<file path="src/rtl/w_stream_serializer.sv">
// w_stream_serializer: buffers WIDTH-bit words in a DEPTH-entry FIFO and shifts
// each one out MSB-first on w, one bit per clock, for the w-sequence detector.
// Back-to-back words form a contiguous bit stream. While no word is being
// shifted, w carries IDLE_BIT.
// Optional feature: define SER_PARITY_EN to append one even-parity bit after
// each word's LSB. This adds a PARITY state to the shifter.
//
// Handshake: a word is written on any rising edge where in_valid && in_ready.
// in_ready is driven only from registered FIFO pointers, so a pop never reaches
// it combinationally. A sender facing in_ready=0 keeps in_data/in_valid stable.
module w_stream_serializer #(
    parameter int WIDTH    = 8,
    parameter int DEPTH    = 4,
    parameter bit IDLE_BIT = 1'b0
) (
    input  logic             clk,
    input  logic             reset,
    input  logic [WIDTH-1:0] in_data,
    input  logic             in_valid,
    output logic             in_ready,
    output logic             w,
    output logic             frame_start,
    output logic             busy,
    output logic [1:0]       dbg_state
);

    localparam int AW = $clog2(DEPTH);
    localparam int BW = $clog2(WIDTH);

    typedef enum logic [1:0] {
        ST_IDLE   = 2'd0,
        ST_SHIFT  = 2'd1
`ifdef SER_PARITY_EN
        ,
        ST_PARITY = 2'd2
`endif
    } state_t;

    logic [WIDTH-1:0] mem [DEPTH];
    logic [AW:0]      wr_ptr;
    logic [AW:0]      rd_ptr;
    logic             full;
    logic             empty;
    logic             push;
    logic             pop;
    logic [WIDTH-1:0] rd_data;

    state_t           state;
    logic [WIDTH-1:0] shreg;
    logic [BW-1:0]    bitcnt;
    logic             par;
    logic             busy_q;
    logic             last_bit;

    // FIFO status comes straight from the registered pointers
    assign full     = (wr_ptr[AW] != rd_ptr[AW]) && (wr_ptr[AW-1:0] == rd_ptr[AW-1:0]);
    assign empty    = (wr_ptr == rd_ptr);
    assign in_ready = !full;
    assign push     = in_valid && in_ready;
    assign rd_data  = mem[rd_ptr[AW-1:0]];
    assign last_bit = (bitcnt == BW'(WIDTH - 1));

    // Pop whenever the shifter is ready for a new word and one is waiting
    always_comb begin
        pop = 1'b0;
        case (state)
            ST_IDLE:   pop = !empty;
`ifdef SER_PARITY_EN
            ST_SHIFT:  pop = 1'b0;
            ST_PARITY: pop = !empty;
`else
            ST_SHIFT:  pop = last_bit && !empty;
`endif
            default:   pop = 1'b0;
        endcase
    end

    // FIFO storage; contents need no reset because the pointers gate visibility
    always_ff @(posedge clk) begin
        if (push) begin
            mem[wr_ptr[AW-1:0]] <= in_data;
        end
    end

    // FIFO pointers, wrapping modulo 2*DEPTH
    always_ff @(posedge clk) begin
        if (reset) begin
            wr_ptr <= '0;
            rd_ptr <= '0;
        end else begin
            if (push) begin
                wr_ptr <= wr_ptr + (AW + 1)'(1);
            end
            if (pop) begin
                rd_ptr <= rd_ptr + (AW + 1)'(1);
            end
        end
    end

    // Shifter FSM with registered w / frame_start; reload on the last bit keeps the stream gapless
    always_ff @(posedge clk) begin
        if (reset) begin
            state       <= ST_IDLE;
            shreg       <= '0;
            bitcnt      <= '0;
            par         <= 1'b0;
            w           <= IDLE_BIT;
            frame_start <= 1'b0;
            busy_q      <= 1'b0;
        end else begin
            case (state)
                ST_IDLE: begin
                    w           <= IDLE_BIT;
                    frame_start <= 1'b0;
                    busy_q      <= 1'b0;
                    if (pop) begin
                        shreg  <= rd_data;
                        par    <= ^rd_data;
                        bitcnt <= '0;
                        state  <= ST_SHIFT;
                    end
                end
                ST_SHIFT: begin
                    w           <= shreg[WIDTH-1];
                    frame_start <= (bitcnt == '0);
                    busy_q      <= 1'b1;
                    shreg       <= {shreg[WIDTH-2:0], 1'b0};
                    bitcnt      <= bitcnt + BW'(1);
                    if (last_bit) begin
`ifdef SER_PARITY_EN
                        state <= ST_PARITY;
`else
                        if (pop) begin
                            shreg  <= rd_data;
                            par    <= ^rd_data;
                            bitcnt <= '0;
                        end else begin
                            state <= ST_IDLE;
                        end
`endif
                    end
                end
`ifdef SER_PARITY_EN
                ST_PARITY: begin
                    w           <= par;
                    frame_start <= 1'b0;
                    busy_q      <= 1'b1;
                    if (pop) begin
                        shreg  <= rd_data;
                        par    <= ^rd_data;
                        bitcnt <= '0;
                        state  <= ST_SHIFT;
                    end else begin
                        state <= ST_IDLE;
                    end
                end
`endif
                default: begin
                    state <= ST_IDLE;
                end
            endcase
        end
    end

    // busy_q covers the cycle w still shows the final bit after the FSM has gone idle
    assign busy      = busy_q || (state != ST_IDLE) || !empty;
    assign dbg_state = state;

endmodule

</file>
<file path="config.mk">
export PLATFORM = sky130hd
export DESIGN_NAME = w_stream_serializer
export DESIGN_NICKNAME = d
export VERILOG_FILES = /design/src/rtl/w_stream_serializer.sv
export SDC_FILE = /design/constraint.sdc
export NUM_CORES = 1
export LEC_CHECK = 0
export BUFFER_PORTS_ARGS = -buffer_cell sky130_fd_sc_hd__buf_2
export CAP_MARGIN = 20
export CORE_MARGIN = 4
export CORE_UTILIZATION = 53
export CTS_CLUSTER_DIAMETER = 60
export DETAILED_ROUTE_END_ITERATION = 16
export GPL_ROUTABILITY_DRIVEN = 0
export GPL_TIMING_DRIVEN = 0
export HOLD_SLACK_MARGIN = 0.02
export PLACE_DENSITY = 0.82
export REMOVE_ABC_BUFFERS = 1
export SETUP_SLACK_MARGIN = 0.3
export SKIP_CTS_REPAIR_TIMING = 1
export SYNTH_ARGS = -nofsm -noshare
export SYNTH_HDL_FRONTEND = slang
export SYNTH_SLANG_ARGS = --single-unit
</file>
<file path="constraint.sdc">
create_clock -name clk -period 2 [get_ports clk]
set_input_delay 0.3 -clock clk [delete_from_list [all_inputs] [get_ports clk]]
set_output_delay 0.3 -clock clk [all_outputs]
set_load 0.03 [all_outputs]
</file>
==> key figures <==
Final layout
  • Commonest non-fill, non-tap cell in the layout: edfxtp_1
  • Fill cell count: 293
  • Final core utilization: 64.2%
  • Synth-to-Final Area Change: 16.8%
  • Final #Nets: 223
  • Most frequent cells in the layout: edfxtp_1, buf_4, nor2_1, dfxtp_1, buf_2
  • Share of cells above drive strength 1: 34.6%
  • N_diodes: 0
  • Post-Layout Cell Count: 257

Power
  • Sw frac: 34.1%
  • PD cells: 1240 nW/um2
  • Clock Power Share: a little under a fifth
  • Seq pwr share: between 40% and 50%
  • VDD IR max: slightly above 0.0006 V
  • Tot Pwr: roughly 3500 uW
  • Comb pwr share: 36.5%
  • Pleak: 0.00103 uW
  • NetSw: 1180 uW
  • Internal power: around 2300 uW

Worst setup path
  • Crit path max-delay cell type: dfxtp_4
  • Crit end category: output port
  • Worst Reg-to-Reg Cells: 7
  • Worst flop-to-flop path startpoint: rd_ptr[0]
  • R2R Setup Slk: 0.26 ns
  • Crit-path most repeated cell: buf_6
  • Nature of the critical path startpoint: flop
  • Critical path arrival: 1.59 ns
  • Worst-path maximum fanout: 7
  • CP required: 1.70 ns
  • R2R Path End: shreg[6]
  • Critical Path Max Stage Delay: ~0.38 ns
  • Critical path type: reg -> out
  • CP Cell Sequence: xor2_4, buf_6, nor3_4, nand2_1, buf_6

Clocking
  • Clock Pin Slew Worst Setup and Hold Paths: 0.10 ns
  • Clk root buf: clkbuf_8
  • Clock Sinks: 55
  • Htree depth: 2
  • TritonCTS Buffers: 5
  • Clk Latency, worst-skew pair: 0.31 ns
  • CTS tree: built
  • Max Buffers Root-to-Sink: 2

Die
  • Io pins: 17
  • Row count: 24
  • Core area: 4350 um2
  • Total die area: roughly 5700 um2
  • Effective utilization at floorplan: 54.9%
  • Horiz. Die Dim: 75.2 um
  • Die height: 75.2 um

Detailed routing
  • Vias: 1481
  • Via-to-Cell Ratio: approximately 5.8
  • Drt first pass iters: 4
  • Iteration-0 DRC Markers: roughly 130
  • Routed len/inst: 16.5 um
  • Final wirelength: 4250 um
  • Detail Route Antenna Nets: 0
  • DRC: 0

Global route
  • Vias in the first global route: 1397
  • GR Util All Layers: 16.4%
  • Gr ovfl total: 0
  • Largest net degree at the start of global routing: 23
  • First-pass GRT wire length: roughly 6800 um
  • Initial antenna violation count: 0

Yosys
  • Synth warn: 0
  • Synth unique cells: 36
  • Area leader, netlist: edfxtp_1
  • Synthesized cell area: about 2400 um2
  • Avg Inst Size Synth: around 14 um2
  • Synth Instances: between 150 and 200
  • Seq/Total Area, Yosys: 59.4%
  • Yosys reg bits: 55
  • Synth area leaders: edfxtp_1, dfxtp_1, mux4_2, ha_1, nor2_1
  • Area share of the largest cell type after synthesis: between 40% and 50%

Hold path
  • Min-Delay Path Class: in -> reg
  • Min-Delay Path Depth: 1
  • Min-delay src: in_data[1]
  • Hold endpoint: mem[0][1]

Flow run
  • Maxcap violations: 0

STA
  • Worst hold slack: roughly 0.20 ns
  • RSZ-0062 raised after global routing: true
  • Clock skew: 0.00661 ns
  • Fmax: 0.528 GHz
  • Max-slew violation total from the final report: 0
  • Min cycle time layout: 1.89 ns
  • Final period util: 94.7%
  • Endpoints failing setup: 0
  • Final Hold Viols: 0

Placement
  • Placed cell count: 229
  • Port buffer count: 15
  • Detailed Place HPWL: 2740 um

Run status
  • Outcome: completed
-- worst max path at each step --
stage / startpoint / to
6_report: rd_ptr[0] / busy
5_1_grt: rd_ptr[1] / busy
4_1_cts: rd_ptr[2] / busy
3_5_place_dp: wr_ptr[1] / mem[1][5]
3_3_place_gp: wr_ptr[0] / mem[0][5]
2_1_floorplan: wr_ptr[0] / mem[2][0]
-- Yosys cell counts (all sizes together) --
cell and number:
nor4b 1, a21boi 1, xor2 6, buf 8, nand2b 2, edfxtp 32
a21oi 5, conb 1, dfxtp 23, o31a 6, nor2 17, inv 6
o311ai 2, nor3 1, ha 8, nor4 6, or2 1, and2 4
mux2i 4, o31ai 3, a211oi 7, clkbuf 4, mux4 8, nand3 6
o221ai 1, nand2 3, xnor2 2, nor3b 6
-- stage by stage --
| stage | instance area [um2] | setup WS [ns] | TNS, ns |
|---|---|---|---|
| 2_1_floorplan | 2320 | 0.159 | 0 |
| 3_3_place_gp | 2460 | -0.193 | -4.60 |
| 3_5_place_dp | 2460 | -0.267 | -6.30 |
| 4_1_cts | 2550 | -0.397 | -7.54 |
| 5_1_grt | 2800 | 0.00689 | 0 |
| 6_report | 2800 | 0.105 | 0 |
-- critical path, delay by kind of cell (launching register included) --
family / cells / cell delay, ns
AND/OR/NAND/NOR: 2 / 0.41
XOR/XNOR: 1 / 0.19
buffers and inverters: 2 / 0.29
flip-flops: 1 / 0.38
-- power by group through the flow --
stage          Combinational [uW]  Clock [uW]  Sequential [uW]
2_1_floorplan                 707           0             1560
3_3_place_gp                  887           0             1560
3_5_place_dp                  939           0             1580
4_1_cts                       949         631             1550
5_1_grt                      1370         683             1610
6_report                     1260         627             1570
-- per-layer routing --
| layer | track usage [%] | vias up | share of wire (%) |
|---|---|---|---|
| li1 | - | 706 | - |
| met1 | 21.3 | 727 | 43 |
| met2 | 25.7 | 42 | 50 |
| met3 | 4.67 | 6 | 5.5 |
| met4 | 7.18 | 0 | 1.3 |
| met5 | 0 | - | 0 |
-- sequential cells by signal, summed over array words and instances (netlist names), named ones only --
signal	cells
mem	32
shreg	8
bitcnt	3
rd_ptr	3
wr_ptr	3
busy_q	1
dbg_state	1
frame_start	1
w	1
-- kinds of logic (layout without fill, tap and decap cells) --
kind of cell	count (synthesis)	count (layout)	synth area share, %
DFF	55	55	59.4
and+or+nand+nor	47	47	10.7
AOI/OAI and AO/OA	25	25	8.58
buffers and inverters	18	49	3.87
muxes	12	12	9.20
adders and majority gates	8	8	4.18
xor gates and xnor gates	8	8	3.87
other	1	1	0.157
-- final cells by class --
class	count	area, um2	share of cell area, %
clock inverters	3	22.5	0.806
repair buffers	35	235	8.42
flip-flops and latches	55	1430	51.3
inverters	6	22.5	0.806
clock buffers	5	68.8	2.46
multi-input cells	101	947	33.9
well taps	52	65.1	2.33
No activity file was read; power rests on OpenSTA's default activity.
